`src/rtl/gpr_scoreboard_pkg.sv`:
```
// -----------------------------------------------------------------------------
// gpr_scoreboard_pkg
// Shared types and constants for the GPR/CR/SPR hazard scoreboard.
//   NUM_GPR / GPR_IDX_W : general purpose register file size and index width
//   NUM_CR              : number of condition register fields tracked
//   DEF_CNT_W           : default width of the stall-cycle counter
//   reg_index_t         : GPR index type
//   sb_state_e          : scoreboard control state (run / drain)
//   SPR_* / NUM_SPR     : bit positions of CTR, LNK and XER in the SPR vector
// -----------------------------------------------------------------------------
package gpr_scoreboard_pkg;

  localparam int NUM_GPR   = 32;
  localparam int GPR_IDX_W = 5;
  localparam int NUM_CR    = 8;
  localparam int DEF_CNT_W = 32;

  typedef logic [GPR_IDX_W-1:0] reg_index_t;

  typedef enum logic {
    SB_RUN   = 1'b0,
    SB_DRAIN = 1'b1
  } sb_state_e;

  // Single-bit special purpose registers share one pending vector.
  localparam int SPR_CTR = 0;
  localparam int SPR_LNK = 1;
  localparam int SPR_XER = 2;
  localparam int NUM_SPR = 3;

  // Pack the three SPR flags into the SPR vector layout.
  function automatic logic [NUM_SPR-1:0] spr_vec(input logic ctr,
                                                 input logic lnk,
                                                 input logic xer);
    logic [NUM_SPR-1:0] v;
    v          = '0;
    v[SPR_CTR] = ctr;
    v[SPR_LNK] = lnk;
    v[SPR_XER] = xer;
    return v;
  endfunction

endpackage

```
`src/rtl/gpr_scoreboard_pend_vec.sv`:
```
// -----------------------------------------------------------------------------
// gpr_scoreboard_pend_vec
// Pending-bit vector. Bits are set by up to two indexed producers and/or a
// set mask, and cleared by up to two indexed writebacks and/or a clear mask.
// When a bit is set and cleared in the same cycle the set wins, so a new
// producer stays pending even if an older write to the same bit retires.
// Ports:
//   clk, rst_n                 : clock, asynchronous active-low reset
//   i_set_a_vld/idx, i_set_b_* : indexed set requests
//   i_clr_a_vld/idx, i_clr_b_* : indexed clear requests (equal indices = one clear)
//   i_set_mask, i_clr_mask     : mask-style set/clear (CR fields, SPRs)
//   o_pend                     : registered pending vector
// -----------------------------------------------------------------------------
module gpr_scoreboard_pend_vec #(
  parameter int WIDTH = 32,
  parameter int IDX_W = 5
) (
  input  logic             clk,
  input  logic             rst_n,
  input  logic             i_set_a_vld,
  input  logic [IDX_W-1:0] i_set_a_idx,
  input  logic             i_set_b_vld,
  input  logic [IDX_W-1:0] i_set_b_idx,
  input  logic             i_clr_a_vld,
  input  logic [IDX_W-1:0] i_clr_a_idx,
  input  logic             i_clr_b_vld,
  input  logic [IDX_W-1:0] i_clr_b_idx,
  input  logic [WIDTH-1:0] i_set_mask,
  input  logic [WIDTH-1:0] i_clr_mask,
  output logic [WIDTH-1:0] o_pend
);

  logic [WIDTH-1:0] w_set;
  logic [WIDTH-1:0] w_clr;
  logic [WIDTH-1:0] r_pend;

  // Per-bit decode of the indexed requests merged with the masks.
  generate
    for (genvar gi = 0; gi < WIDTH; gi++) begin : g_bit
      assign w_set[gi] = i_set_mask[gi]
                       | (i_set_a_vld && (i_set_a_idx == IDX_W'(gi)))
                       | (i_set_b_vld && (i_set_b_idx == IDX_W'(gi)));
      assign w_clr[gi] = i_clr_mask[gi]
                       | (i_clr_a_vld && (i_clr_a_idx == IDX_W'(gi)))
                       | (i_clr_b_vld && (i_clr_b_idx == IDX_W'(gi)));
    end
  endgenerate

  always_ff @(posedge clk or negedge rst_n) begin
    if (!rst_n) begin
      r_pend <= '0;
    end else begin
      // Clear first, then OR in the sets: set wins on collision.
      r_pend <= (r_pend & ~w_clr) | w_set;
    end
  end

  assign o_pend = r_pend;

endmodule

```
`src/rtl/gpr_scoreboard.sv`:
```
// -----------------------------------------------------------------------------
// gpr_scoreboard
// Data hazard controller between decode and operand fetch/issue. Tracks
// in-flight writes to GPRs, CR fields, CTR, LNK and XER; blocks issue on RAW
// and WAW conflicts; releases entries on ALU/memory writeback. Also provides a
// drain handshake and a saturating stall-cycle counter.
// Ports:
//   clk, reset (async, active low)
//   en                          : gate for issue inputs
//   issue_valid / issue_ready   : decode handshake (ready is combinational)
//   gpr_a/b/c, read_gpr_a/b/c   : GPR sources
//   gpr_dest_alu/mem, write_*   : GPR destinations
//   read_cr, write_cr           : CR field masks
//   read/write_ctr/lnk/xer      : SPR usage
//   wb_alu_*, wb_mem_*, wb_cr, wb_ctr/lnk/xer : writeback releases
//   drain_req / drain_ack       : drain handshake
//   busy                        : any resource pending
//   stall_cycles                : saturating count of stalled issue cycles
// -----------------------------------------------------------------------------
module gpr_scoreboard
  import gpr_scoreboard_pkg::*;
#(
  parameter int CNT_W = DEF_CNT_W
) (
  input  logic                 clk,
  input  logic                 reset,
  input  logic                 en,
  input  logic                 issue_valid,
  output logic                 issue_ready,
  input  logic [GPR_IDX_W-1:0] gpr_a,
  input  logic [GPR_IDX_W-1:0] gpr_b,
  input  logic [GPR_IDX_W-1:0] gpr_c,
  input  logic                 read_gpr_a,
  input  logic                 read_gpr_b,
  input  logic                 read_gpr_c,
  input  logic [GPR_IDX_W-1:0] gpr_dest_alu,
  input  logic [GPR_IDX_W-1:0] gpr_dest_mem,
  input  logic                 write_gpr_dest_alu,
  input  logic                 write_gpr_dest_mem,
  input  logic [NUM_CR-1:0]    read_cr,
  input  logic [NUM_CR-1:0]    write_cr,
  input  logic                 read_ctr,
  input  logic                 write_ctr,
  input  logic                 read_lnk,
  input  logic                 write_lnk,
  input  logic                 read_xer,
  input  logic                 write_xer,
  input  logic                 wb_alu_valid,
  input  logic [GPR_IDX_W-1:0] wb_alu_idx,
  input  logic                 wb_mem_valid,
  input  logic [GPR_IDX_W-1:0] wb_mem_idx,
  input  logic [NUM_CR-1:0]    wb_cr,
  input  logic                 wb_ctr,
  input  logic                 wb_lnk,
  input  logic                 wb_xer,
  input  logic                 drain_req,
  output logic                 drain_ack,
  output logic                 busy,
  output logic [CNT_W-1:0]     stall_cycles
);

  logic [NUM_GPR-1:0] w_gpr_pend;
  logic [NUM_CR-1:0]  w_cr_pend;
  logic [NUM_SPR-1:0] w_spr_pend;

  logic [NUM_SPR-1:0] w_spr_use;
  logic [NUM_SPR-1:0] w_spr_wr;
  logic [NUM_SPR-1:0] w_spr_wb;

  logic w_raw_gpr;
  logic w_waw_gpr;
  logic w_cr_haz;
  logic w_spr_haz;
  logic w_hazard;
  logic w_issue_fire;
  logic w_stall;
  logic w_wb_idle;

  sb_state_e        r_state;
  logic             r_drain_ack;
  logic [CNT_W-1:0] r_stall_cnt;

  // ---------------------------------------------------------------------------
  // Hazard detection against registered pending state only: a resource freed
  // by a writeback this cycle becomes usable on the next cycle.
  // ---------------------------------------------------------------------------
  assign w_spr_use = spr_vec(read_ctr | write_ctr,
                             read_lnk | write_lnk,
                             read_xer | write_xer);
  assign w_spr_wr  = spr_vec(write_ctr, write_lnk, write_xer);
  assign w_spr_wb  = spr_vec(wb_ctr, wb_lnk, wb_xer);

  assign w_raw_gpr = (read_gpr_a & w_gpr_pend[gpr_a])
                   | (read_gpr_b & w_gpr_pend[gpr_b])
                   | (read_gpr_c & w_gpr_pend[gpr_c]);
  assign w_waw_gpr = (write_gpr_dest_alu & w_gpr_pend[gpr_dest_alu])
                   | (write_gpr_dest_mem & w_gpr_pend[gpr_dest_mem]);
  assign w_cr_haz  = (|(read_cr & w_cr_pend)) | (|(write_cr & w_cr_pend));
  assign w_spr_haz = |(w_spr_use & w_spr_pend);
  assign w_hazard  = w_raw_gpr | w_waw_gpr | w_cr_haz | w_spr_haz;

  assign issue_ready  = en & (r_state == SB_RUN) & ~w_hazard;
  assign w_issue_fire = issue_valid & issue_ready;
  // Drain-blocked cycles count too, but only while an enabled request is present.
  assign w_stall      = issue_valid & en & ~issue_ready;

  // ---------------------------------------------------------------------------
  // Pending vectors. GPRs use the indexed ports; CR and SPRs use masks.
  // ---------------------------------------------------------------------------
  gpr_scoreboard_pend_vec #(
    .WIDTH (NUM_GPR),
    .IDX_W (GPR_IDX_W)
  ) u_gpr_pend (
    .clk         (clk),
    .rst_n       (reset),
    .i_set_a_vld (w_issue_fire & write_gpr_dest_alu),
    .i_set_a_idx (gpr_dest_alu),
    .i_set_b_vld (w_issue_fire & write_gpr_dest_mem),
    .i_set_b_idx (gpr_dest_mem),
    .i_clr_a_vld (wb_alu_valid),
    .i_clr_a_idx (wb_alu_idx),
    .i_clr_b_vld (wb_mem_valid),
    .i_clr_b_idx (wb_mem_idx),
    .i_set_mask  ('0),
    .i_clr_mask  ('0),
    .o_pend      (w_gpr_pend)
  );

  gpr_scoreboard_pend_vec #(
    .WIDTH (NUM_CR),
    .IDX_W ($clog2(NUM_CR))
  ) u_cr_pend (
    .clk         (clk),
    .rst_n       (reset),
    .i_set_a_vld (1'b0),
    .i_set_a_idx ('0),
    .i_set_b_vld (1'b0),
    .i_set_b_idx ('0),
    .i_clr_a_vld (1'b0),
    .i_clr_a_idx ('0),
    .i_clr_b_vld (1'b0),
    .i_clr_b_idx ('0),
    .i_set_mask  (w_issue_fire ? write_cr : '0),
    .i_clr_mask  (wb_cr),
    .o_pend      (w_cr_pend)
  );

  gpr_scoreboard_pend_vec #(
    .WIDTH (NUM_SPR),
    .IDX_W (2)
  ) u_spr_pend (
    .clk         (clk),
    .rst_n       (reset),
    .i_set_a_vld (1'b0),
    .i_set_a_idx ('0),
    .i_set_b_vld (1'b0),
    .i_set_b_idx ('0),
    .i_clr_a_vld (1'b0),
    .i_clr_a_idx ('0),
    .i_clr_b_vld (1'b0),
    .i_clr_b_idx ('0),
    .i_set_mask  (w_issue_fire ? w_spr_wr : '0),
    .i_clr_mask  (w_spr_wb),
    .o_pend      (w_spr_pend)
  );

  assign busy = (|w_gpr_pend) | (|w_cr_pend) | (|w_spr_pend);

  // ---------------------------------------------------------------------------
  // Drain FSM. drain_ack is registered, so it rises one cycle after busy
  // falls and drops on the same edge that returns the FSM to RUN.
  // ---------------------------------------------------------------------------
  always_ff @(posedge clk or negedge reset) begin
    if (!reset) begin
      r_state     <= SB_RUN;
      r_drain_ack <= 1'b0;
    end else begin
      case (r_state)
        SB_RUN: begin
          r_drain_ack <= 1'b0;
          if (drain_req) begin
            r_state <= SB_DRAIN;
          end
        end
        SB_DRAIN: begin
          if (!drain_req) begin
            r_state     <= SB_RUN;
            r_drain_ack <= 1'b0;
          end else begin
            r_drain_ack <= ~busy;
          end
        end
        default: begin
          r_state     <= SB_RUN;
          r_drain_ack <= 1'b0;
        end
      endcase
    end
  end

  assign drain_ack = r_drain_ack;

  // Saturating stall counter: holds at all-ones rather than wrapping.
  always_ff @(posedge clk or negedge reset) begin
    if (!reset) begin
      r_stall_cnt <= '0;
    end else if (w_stall && (r_stall_cnt != '1)) begin
      r_stall_cnt <= r_stall_cnt + CNT_W'(1);
    end
  end

  assign stall_cycles = r_stall_cnt;

  // ---------------------------------------------------------------------------
  // Simulation checks. A dual-destination collision is a decode bug (the RTL
  // still just sets the single bit). A writeback to an idle resource is
  // harmless but usually points at a stale or duplicated writeback.
  // ---------------------------------------------------------------------------
  assign w_wb_idle = (wb_alu_valid & ~w_gpr_pend[wb_alu_idx])
                   | (wb_mem_valid & ~w_gpr_pend[wb_mem_idx])
                   | (|(wb_cr & ~w_cr_pend))
                   | (|(w_spr_wb & ~w_spr_pend));

  a_dual_dest : assert property (@(posedge clk) disable iff (!reset)
      !(w_issue_fire && write_gpr_dest_alu && write_gpr_dest_mem &&
        (gpr_dest_alu == gpr_dest_mem)))
    else $error("gpr_scoreboard: ALU and MEM destinations name the same GPR");

  a_wb_idle : assert property (@(posedge clk) disable iff (!reset) !w_wb_idle)
    else $warning("gpr_scoreboard: writeback to a resource with no pending write");

endmodule

```
`config.mk`:
```
export PLATFORM = sky130hd
export DESIGN_NAME = gpr_scoreboard
export DESIGN_NICKNAME = d
export VERILOG_FILES = /design/src/rtl/gpr_scoreboard_pkg.sv /design/src/rtl/gpr_scoreboard_pend_vec.sv /design/src/rtl/gpr_scoreboard.sv
export SDC_FILE = /design/constraint.sdc
export NUM_CORES = 1
export LEC_CHECK = 0
export ABC_CLOCK_PERIOD_IN_PS = 3500
export CAP_MARGIN = 20
export CORE_ASPECT_RATIO = 1.5
export CORE_UTILIZATION = 30
export CTS_CLUSTER_DIAMETER = 60
export DETAILED_ROUTE_END_ITERATION = 16
export PLACE_DENSITY = 0.56
export SETUP_SLACK_MARGIN = 0.4
export SYNTH_ARGS = -nofsm -noshare
export SYNTH_HDL_FRONTEND = slang
export SYNTH_SLANG_ARGS = --single-unit
```
`constraint.sdc`:
```
create_clock -name clk -period 3.5 [get_ports clk]
set_input_delay 0.7 -clock clk [delete_from_list [all_inputs] [get_ports clk]]
set_output_delay 0.7 -clock clk [all_outputs]
set_load 0.02 [all_outputs]
```
==> results <==
- The async set-or-reset flop fraction in the synthesized netlist is 1.00.
- In this run the number of H-tree levels came out at 3.
- After clock tree synthesis, the clock-pin slew on the worst setup and hold paths is roughly 0.060 ns.
- The final net count is between 800 and 900.
- The Yosys warning count is 0.
- The number of antenna cells inserted is 0.
- The standard cell core area is around 18,000 um^2.
- STA puts the critical path data arrival time at approximately 2.8 ns.
- The post-synthesis instance area is 5660 um^2.
- The share of the core filled with cells is 0.458.
- The maximum number of pins on one net before global-route repair is between 70 and 80.
- For the worst flop-to-flop path, the logic depth is 12.
- The startpoint of the worst-slack reg-to-reg timing path is u_gpr_pend.o_pend[31]$_DFF_PN0_.
- The initial antenna violation count is 0.
- The cell at the root of the clock tree is clkbuf_16.
- The die covers slightly below 20,000 um^2.
- The remaining routing DRC violations is 0.
- Across the VDD grid, the largest voltage drop is between 0.15 and 0.2 mV.
- TritonCTS built the clock tree.
- The count of hold-fix buffers inserted at cts is 0.
- The standard-cell row count is slightly above 60.
- The critical path capture point type is a primary output.
- After synthesis, the mean cell area works out to 9.26 um^2.
- The ratio of final minimum period to clock period is 1.00.
- The max-capacitance violation count is 0.
- The master of the slowest instance on the critical path is mux4_2.
- The first-pass GRT wire length is about 35,000 um.
- The number of DRC markers in iteration 0 is 520.
- The total placed instance area is 7760 um^2.
- The worst endpoint required time is 2.80 ns.
- The count of unique library cells instantiated by Yosys is 46.
- The clock sink count is 77.
- The floorplan step set the die height to around 170 um.
- The maximum fanout count along the critical path is 8.
- For this design the ratio of total power to cell area is between 300 and 400 nW/um^2.
- The maximum clock insertion buffer count is 2.
- Summed over all cells, the static leakage comes to roughly 3.5 nW.
- TritonCTS created 9 clock buffers.
- Including well taps, the total number of placed cells is a little over 1k.
- Pin placement for this block handled around 120 I/O pins.
- The total overflow reported by the global router is 0.
- The worst max-slew margin expressed relative to the limit is 0.382.
- Traced cell by cell, the critical path runs through buf_6 > buf_12 > mux4_2 > mux4_2 > a22oi_2 > o311ai_2 > or3_4 > clkinv_4 > buf_6.
- The share of post-route cells with drive strength above 1 is 0.288.
- The total track usage is 0.241.
- The checks that failed: setup timing.
- The via count of the first global-routing pass is 6,219.
- The worst-case clock skew is roughly 0.0076 ns.
- The maximum clock frequency is about 280 MHz.
- The non-filler instance count after layout is around 1.1k.
- Port buffering added between 100 and 150 buffers.
- The tightest hold path in the finished design has a slack of between 0.15 and 0.2 ns.
- The via density per instance is about 5.6.
- The first detailed-routing pass ran for 5 iterations.
- The type of the worst setup path is in2out.
- The estimated wirelength of the detail-placed design is ~18,000 um.
- The number of enable flip-flop cells after synthesis is 0.
- The gate count after technology mapping is approximately 610.
- The routed design has roughly 23,000 um of wire.
- The time the worst path needs with I/O delays and setup is 3.51 ns.
- The average detailed-routed wire length per instance is 21.4 um.
- The number of endpoints with negative hold slack in the final report came to 0.
- The final instance area is between 8000 and 9000 um^2.
- For this run, the leading register cell type out of synthesis is dfrtp_1.
- For the pin with the worst max-slew slack, the measured transition is 0.923 ns.
- The final-layout setup total negative slack is -0.0119 ns.
- STA classifies the critical path startpoint as an input port.
- The die boundary width is between 100 and 150 um.
- The post-synthesis sequential area ratio is 0.340.
- Routability-driven placement finished with a final weighted congestion of about 1.0.
- Synthesis produced a netlist with a net count of 692.
- For this configuration, the core starts out at a cell density of 0.306.
- The final worst slack is -0.0119 ns.
- The area overhead of the layout relative to synthesis is 49.4%.
- Setup violations remaining at the end of the flow were counted as 1.
- In this run, synthesis produced a sequential element count of 77.
- The detail route stage leaves a number of antenna-violating nets equal to 0.
- The largest incremental delay on the critical path is around 0.53 ns.
- The clock network latency to the later pin of the worst-skew pair is between 0.3 and 0.4 ns.
- Detailed routing inserted a total of between 5k and 6k vias.
- The endpoint identified for the worst register-to-register timing path is u_gpr_pend.o_pend[28]$_DFF_PN0_.
- The worst hold path belongs to the class in2async.
- The worst register-to-register path has a setup slack of about 0.17 ns.
- The number of pins exceeding their max-slew limit in the final report is 0.
- Setup repair after global routing could not meet its margin everywhere.
- The run finished, with violations left.
-- stage by stage --
| stage | power [mW] | worst slack, ns |
|---|---|---|
| after CTS | 3.17 | -0.0627 |
| after global placement | 2.12 | -1.08 |
| final | 3.18 | -0.0119 |
| after detailed placement | 2.14 | -1.07 |
| after floorplan | 1.58 | -0.000533 |
| after global routing | 3.31 | -0.0752 |
-- registers in the layout, summed over array words and instances, names as in the netlist --
| name | flops |
|---|---|
| stall_cycles | 32 |
| u_gpr_pend.o_pend | 32 |
| u_cr_pend.o_pend | 8 |
| u_spr_pend.o_pend | 3 |
| drain_ack | 1 |
| r_state | 1 |
-- cell usage after synthesis (all sizes together), types with 2 or more instances --
library cell / instances / share of area
dfrtp: 77 / 0.34
o21ai: 57 / 0.050
nand2: 54 / 0.036
nand3: 44 / 0.039
mux4: 37 / 0.15
inv: 36 / 0.024
a31oi: 35 / 0.039
clkbuf: 31 / 0.021
xnor2: 31 / 0.048
and3: 29 / 0.032
nor2: 24 / 0.016
nand4: 19 / 0.021
a221oi: 17 / 0.026
nor2b: 15 / 0.017
nor4: 15 / 0.017
nor3: 12 / 0.011
mux2i: 11 / 0.019
mux2: 9 / 0.018
nand2b: 8 / 0.0088
and2: 5 / 0.0055
and4: 5 / 0.0077
a21oi: 4 / 0.0035
buf: 4 / 0.0035
nor3b: 4 / 0.0053
o22ai: 3 / 0.0033
a211oi: 2 / 0.0027
nand4b: 2 / 0.0031
nor4b: 2 / 0.0057
o221ai: 2 / 0.0031
o311a: 2 / 0.0035
o31ai: 2 / 0.0027
-- worst max-delay path, delay by kind of cell --
family,cells,cell delay (ns)
AOI/OAI and AO/OA,2,0.33
buffers and inverters,4,0.36
muxes,2,1.04
and+or+nand+nor,1,0.37
-- per-layer routing --
layer	vias to the layer above	GRT usage	share of wire
li1	2711	-	-
met1	2914	0.261	0.35
met2	276	0.456	0.55
met3	66	0.0249	0.050
met4	0	0.127	0.049
met5	-	0	0
-- worst max path at each step --
stage	to	startpoint	cells after the start	slack [ns]
after floorplan	issue_ready	gpr_b[0]	9	-0.0005
after global placement	issue_ready	gpr_dest_alu[1]	9	-1.08
after detailed placement	issue_ready	gpr_dest_alu[1]	9	-1.07
after CTS	issue_ready	gpr_b[0]	9	-0.06
after global routing	issue_ready	gpr_b[0]	9	-0.08
final	issue_ready	gpr_b[0]	9	-0.01
-- power breakdown --
part           total, mW  switching (mW)  internal (mW)
registers           1.08          0.0982          0.979
logic               1.11           0.547          0.565
clock network      0.987           0.415          0.573
-- timing repair --
action                                  in CTS  in global routing
gates resized for setup                    115                 31
buffers inserted                             5                  2
endpoints found under the setup margin      77                 46
pin swaps                                   36                  6
gates cloned                                 1                  0
-- logic make-up after synthesis --
kind of cell               after synthesis  synth area share
buffers and inverters                   71            0.0480
xor gates and xnor gates                31            0.0480
and+or+nand+nor                        242             0.229
DFF                                     77             0.340
AOI/OAI and AO/OA                      132             0.147
adders and majority gates                1           0.00221
muxes                                   57             0.185
-- cells in the final DEF (no fill, tap or decap), types with 11 or more instances in the layout --
master and n:
nor2_1 24, and3_1 29, inv_1 35, xnor2_1 31, mux2i_1 11, o21ai_2 37
a221oi_1 15, buf_6 11, nand2_1 43, nor3_1 12, o21ai_0 14, nand3_1 44
nor4_1 14, buf_4 87, mux4_2 37, nor2b_1 15, dfrtp_1 77, nand4_1 19
clkdlybuf4s50_1 97, a31oi_1 35
-- area by class of cell --
class	count	area, um^2
clock buffers	9	225
clock inverters	7	87.6
fillers	1800	10000
inverters	36	140
multi-input cells	463	3720
flip-flops and latches	77	1930
well taps	252	315
repair buffers	217	2040
Power figures use the tool's default switching activity.
